$ cat src/rtl/button_pkg.sv
// Shared types and sizing helpers for the push-button conditioner.
package button_pkg;

    typedef enum logic [1:0] {
        IDLE   = 2'd0,
        HOLD   = 2'd1,
        REPEAT = 2'd2
    } btn_state_t;

    // Width of a counter that must reach n-1, with one spare bit of headroom.
    function automatic int cnt_width(input int n);
        return $clog2(n) + 1;
    endfunction

    function automatic int max_int(input int a, input int b);
        return (a > b) ? a : b;
    endfunction

endpackage

$ cat src/rtl/button_channel.sv
// One button channel: 2-flop synchroniser, counter debouncer and a
// press / hold-to-repeat / release pulse FSM, all outputs registered.
//
//   state  | meaning
//   IDLE   | debounced level is 0, waiting for a debounced rise
//   HOLD   | button held, counting the initial repeat delay
//   REPEAT | button held, emitting a pulse every repeat period
module button_channel
    import button_pkg::*;
#(
    parameter int DEBOUNCE_CYCLES = 4,
    parameter int REPEAT_DELAY    = 16,
    parameter int REPEAT_PERIOD   = 4
) (
    input  logic clk_i,
    input  logic reset_i,
    input  logic in_i,
    input  logic repeat_en_i,
    output logic level_o,
    output logic press_o,
    output logic pulse_o,
    output logic release_o
);

    localparam int DW = cnt_width(DEBOUNCE_CYCLES);
    localparam int RW = cnt_width(max_int(REPEAT_DELAY, REPEAT_PERIOD));

    localparam logic [DW-1:0] DB_LAST  = DW'(DEBOUNCE_CYCLES - 1);
    localparam logic [RW-1:0] RD_LAST  = RW'(REPEAT_DELAY - 1);
    localparam logic [RW-1:0] RP_LAST  = RW'(REPEAT_PERIOD - 1);

    logic          s1_q, s2_q;
    logic          level_q, level_d;
    logic [DW-1:0] dcnt_q, dcnt_d;
    btn_state_t    state_q, state_d;
    logic [RW-1:0] rcnt_q, rcnt_d;
    logic          press_q, press_d;
    logic          pulse_q, pulse_d;
    logic          release_q, release_d;

    logic mismatch;
    logic flip;
    logic rise;
    logic fall;

    assign mismatch = (s2_q != level_q);
    assign flip     = mismatch && (dcnt_q == DB_LAST);
    assign rise     = flip && s2_q;
    assign fall     = flip && !s2_q;

    always_comb begin
        level_d = level_q;
        dcnt_d  = dcnt_q;
        if (!mismatch) begin
            dcnt_d = '0;
        end else if (flip) begin
            level_d = s2_q;
            dcnt_d  = '0;
        end else begin
            dcnt_d = dcnt_q + DW'(1);
        end
    end

    always_comb begin
        state_d   = state_q;
        rcnt_d    = rcnt_q;
        press_d   = 1'b0;
        pulse_d   = 1'b0;
        release_d = 1'b0;

        // A debounced fall overrides any repeat that happens to be due.
        if (fall) begin
            state_d   = IDLE;
            rcnt_d    = '0;
            release_d = 1'b1;
        end else begin
            case (state_q)
                IDLE: begin
                    if (rise) begin
                        state_d = HOLD;
                        rcnt_d  = '0;
                        press_d = 1'b1;
                        pulse_d = 1'b1;
                    end
                end
                HOLD: begin
                    if (!repeat_en_i) begin
                        rcnt_d = '0;
                    end else if (rcnt_q == RD_LAST) begin
                        state_d = REPEAT;
                        rcnt_d  = '0;
                        pulse_d = 1'b1;
                    end else begin
                        rcnt_d = rcnt_q + RW'(1);
                    end
                end
                REPEAT: begin
                    if (!repeat_en_i) begin
                        state_d = HOLD;
                        rcnt_d  = '0;
                    end else if (rcnt_q == RP_LAST) begin
                        rcnt_d  = '0;
                        pulse_d = 1'b1;
                    end else begin
                        rcnt_d = rcnt_q + RW'(1);
                    end
                end
                default: begin
                    state_d = IDLE;
                    rcnt_d  = '0;
                end
            endcase
        end
    end

    always_ff @(posedge clk_i or posedge reset_i) begin
        if (reset_i) begin
            s1_q      <= 1'b0;
            s2_q      <= 1'b0;
            level_q   <= 1'b0;
            dcnt_q    <= '0;
            state_q   <= IDLE;
            rcnt_q    <= '0;
            press_q   <= 1'b0;
            pulse_q   <= 1'b0;
            release_q <= 1'b0;
        end else begin
            s1_q      <= in_i;
            s2_q      <= s1_q;
            level_q   <= level_d;
            dcnt_q    <= dcnt_d;
            state_q   <= state_d;
            rcnt_q    <= rcnt_d;
            press_q   <= press_d;
            pulse_q   <= pulse_d;
            release_q <= release_d;
        end
    end

    assign level_o   = level_q;
    assign press_o   = press_q;
    assign pulse_o   = pulse_q;
    assign release_o = release_q;

endmodule

$ cat src/rtl/button_conditioner.sv
// Multi-channel push-button front end: N_CH independent conditioned
// channels producing clean level, press, action-pulse and release strobes.
module button_conditioner
    import button_pkg::*;
#(
    parameter int N_CH            = 4,
    parameter int DEBOUNCE_CYCLES = 4,
    parameter int REPEAT_DELAY    = 16,
    parameter int REPEAT_PERIOD   = 4
) (
    input  logic            clk_i,
    input  logic            reset_i,
    input  logic [N_CH-1:0] in_i,
    input  logic [N_CH-1:0] repeat_en_i,
    output logic [N_CH-1:0] level_o,
    output logic [N_CH-1:0] press_o,
    output logic [N_CH-1:0] pulse_o,
    output logic [N_CH-1:0] release_o
);

    for (genvar g = 0; g < N_CH; g++) begin : g_ch
        button_channel #(
            .DEBOUNCE_CYCLES (DEBOUNCE_CYCLES),
            .REPEAT_DELAY    (REPEAT_DELAY),
            .REPEAT_PERIOD   (REPEAT_PERIOD)
        ) u_channel (
            .clk_i       (clk_i),
            .reset_i     (reset_i),
            .in_i        (in_i[g]),
            .repeat_en_i (repeat_en_i[g]),
            .level_o     (level_o[g]),
            .press_o     (press_o[g]),
            .pulse_o     (pulse_o[g]),
            .release_o   (release_o[g])
        );
    end

endmodule

$ cat config.mk
export PLATFORM = sky130hd
export DESIGN_NAME = button_conditioner
export DESIGN_NICKNAME = d
export VERILOG_FILES = /design/src/rtl/button_pkg.sv /design/src/rtl/button_channel.sv /design/src/rtl/button_conditioner.sv
export SDC_FILE = /design/constraint.sdc
export NUM_CORES = 1
export LEC_CHECK = 0
export CAP_MARGIN = 25
export CORE_ASPECT_RATIO = 2
export CORE_MARGIN = 1
export CORE_UTILIZATION = 45
export CTS_CLUSTER_SIZE = 25
export DETAILED_ROUTE_END_ITERATION = 10
export PLACE_DENSITY = 0.74
export SYNTH_ARGS = -nofsm -noshare
export SYNTH_HDL_FRONTEND = slang
export SYNTH_SLANG_ARGS = --single-unit
$ cat constraint.sdc
create_clock -name clk_i -period 3.5 [get_ports clk_i]
set_input_delay 0.525 -clock clk_i [delete_from_list [all_inputs] [get_ports clk_i]]
set_output_delay 0.525 -clock clk_i [all_outputs]
set_load 0.1 [all_outputs]
==> flow_summary.toml <==
[pwr]
finalPower_mw = 3.167
cellPowerDensity_nw_per_um2 = 785.3
leakagePower_nw = 1.898
vdd_drop_max_mv = 0.3632

[critical_path]
crit_path_end = "level_o[2]"
crit_path_cell_trace = "clkdlybuf4s50_1"
crit_type = "flip-flop to output port"
slowest_delay_ns = 1.17
r2r-end = "g_ch[3].u_channel.rcnt_q[1]"
path_buf_inv = 1
arrival_ns = 1.93
startpoint_type = "flip-flop"
critPathMaxFanout = 6
rrSetupSlack_ns = 1.63
worstPathRequired_ns = 2.97
endpoint_kind = "output port"
reg2reg_depth = 7
cp.depth = 1
cp_top_family = "buffers and inverters"
critPathSlowestCell = "clkdlybuf4s50_1"
regToRegStartpoint = "g_ch[3].u_channel.rcnt_q[0]"
crit_start = "g_ch[2].u_channel.level_o"

[routing]
vias = 2498
first_pass_iters = 4
drc = 0
routed_wirelength_um = 6275
avgViaCountPerCell = 5.490
wire_per_inst_um = 13.79
postRouteAntennaNets = 0
first_iter_violations = 93

[clocking]
postCtsHoldBufs = 0
htreeDepth = 3
cts-buffers-inserted = 9
post_cts_resized = 0
clock_path_buffers = 2
clkSlewWorstSetupHoldPaths_ns = 0.05
cts_tree = "done"
root_buffer = "clkbuf_16"
clock-sinks = 64
clk_latency_ns = 0.33
post-cts-setup-buffer-count = 0

[global_route]
grt.total_usage_pct = 18.10
grt-ovfl-total = 0
grt_pass1_vias = 2609
grt_pass1_wl_um = 11250
grt_max_degree = 30
antenna_found_initial = 0

[yosys]
synth_seq_cells = 64
synth.top_cell.area_share_pct = 46.03
synth-seq-area-share_pct = 46.03
synth_edf_count = 0
yosys-top-cells-count = "64 x dfrtp_1, 33 x nand2_1, 32 x ha_1, 28 x inv_1, 16 x buf_4"
syn_nets = 377
yosys_warnings = 0
avgSynthCellArea_um2 = 10.39
syn_inst = 335
synth.most_common_cell = "dfrtp_1"
ys.flop_type = "dfrtp_1"
synth_area_leader_cell = "dfrtp_1"
ys_types = 51
synth.cell_area_um2 = 3480
synth.top_cells.by_area = "dfrtp_1 46%, ha_1 12%, nand2_1 3.6%"
synth-async-reset-ratio_pct = 100.0

[floorplan]
start_util_pct = 46.12
die_w_um = 64.18
core_region_area_um2 = 7545
dieHeight_um = 126.4
die-area_um2 = 8109
rows = 45
pin_count = 26

[timing]
layout_worst_path_cycle_share_pct = 70.10
fmax_mhz = 407.6
tns_ns = 0
drv_slew = 0
worst_pin_slew_ns = 0.9725
slew_headroom_pct = 34.97
skew_ns = 0.008364
period_needed_ns = 2.453
hold_viol_final = 0
setup-violations-final = 0
layout_setup_ws_ns = 1.047
grt_setup_unrepaired = "false"

[final_layout]
area_growth_pct = 15.89
final_cell_area_um2 = 4033
drive_above_1_share_pct = 7.756
antenna_cells = 0
post-route-util_pct = 53.45
nets = 398

[run_status]
status = "complete, no violations"

[placement]
pre_cts_ws_ns = 1.394
placed_cell_area_um2 = 3734
gp_congestion = 0.8720
place_hpwl_um = 4749
portBuffers = 25

[job]
maxCapViolations = 0

[worst_hold_path]
worstHoldPathCells = 0
holdCritPathClass = "flip-flop to flip-flop"
worst min-delay path by stage:
stage | slack [ns] | startpoint | endpoint
finish | 0.35 | g_ch[3].u_channel.s1_q | g_ch[3].u_channel.s2_q
global route | 0.35 | g_ch[2].u_channel.s1_q | g_ch[2].u_channel.s2_q
CTS | 0.35 | g_ch[0].u_channel.s1_q | g_ch[0].u_channel.s2_q
detailed placement | 0.34 | g_ch[0].u_channel.s1_q | g_ch[0].u_channel.s2_q
global placement | 0.33 | g_ch[1].u_channel.s1_q | g_ch[1].u_channel.s2_q
floorplan | 0.33 | g_ch[0].u_channel.s1_q | g_ch[0].u_channel.s2_q
cell type report:
type                    instances  area [um2]
fillers                       690        3512
multi-input cells             225        1637
well taps                      94       117.6
flip-flops and latches         64        1602
inverters                      28       105.1
repair buffers                 28       272.8
clock inverters                 6       70.07
clock buffers                  10       229.0
cell families after synthesis:
kind of cell	synth area share, %
AO/OA/AOI/OAI	12.73
XOR/XNOR	1.258
adder cells (fa/ha/maj)	11.51
buffers and inverters	6.940
flip-flops	46.03
multiplexers	2.409
AND/OR/NAND/NOR	19.13
state kept, by name, summed over array words and instances (netlist names):
signal and count:
g_ch.u_channel.state_q 8, g_ch.u_channel.rcnt_q 20, g_ch.u_channel.release_o 4, g_ch.u_channel.s2_q 4
g_ch.u_channel.pulse_o 4, g_ch.u_channel.s1_q 4, g_ch.u_channel.level_o 4, g_ch.u_channel.dcnt_q 12
g_ch.u_channel.press_o 4
routing by layer:
metal	up-vias	GRT usage (%)	part of all wire [%]
li1	1214	-	-
met1	1221	17.53	37
met2	45	33.67	57
met3	18	3.867	2.7
met4	0	11.11	3.4
met5	-	0	0
where the power goes:
part | internal (mW) | total [mW] | leakage, nW | switching [mW]
Clock | 0.554 | 0.884 | 0.147 | 0.329
Combinational | 0.462 | 1.28 | 0.907 | 0.820
Sequential | 0.885 | 1.00 | 0.844 | 0.116
metrics by stage:
| stage | instances | hold WS (ns) |
|---|---|---|
| 2_1_floorplan | 335 | 0.3312 |
| 3_3_place_gp | 439 | 0.3342 |
| 3_5_place_dp | 439 | 0.3356 |
| 4_1_cts | 455 | 0.3481 |
| 5_1_grt | 455 | 0.3497 |
| 6_report | 455 | 0.3462 |
placed cells by master, fill, tap and decap left out, types with 5 or more instances in the layout:
master,Yosys,final
a21oi_1,8,8
clkbuf_16,0,9
nor2b_1,6,6
mux2i_1,5,5
nand2_1,33,33
nor2_1,11,11
nor3b_1,13,13
nand3_1,9,9
dfrtp_1,64,64
o21a_1,6,6
o21ai_1,6,6
nor3_1,12,12
o31ai_1,5,5
ha_1,32,32
o22ai_1,5,5
a22o_1,5,5
nand2b_1,6,6
inv_1,28,27
xnor2_1,5,5
o21ai_0,8,8
clkdlybuf4s50_1,0,25
Power figures use the tool's default switching activity.
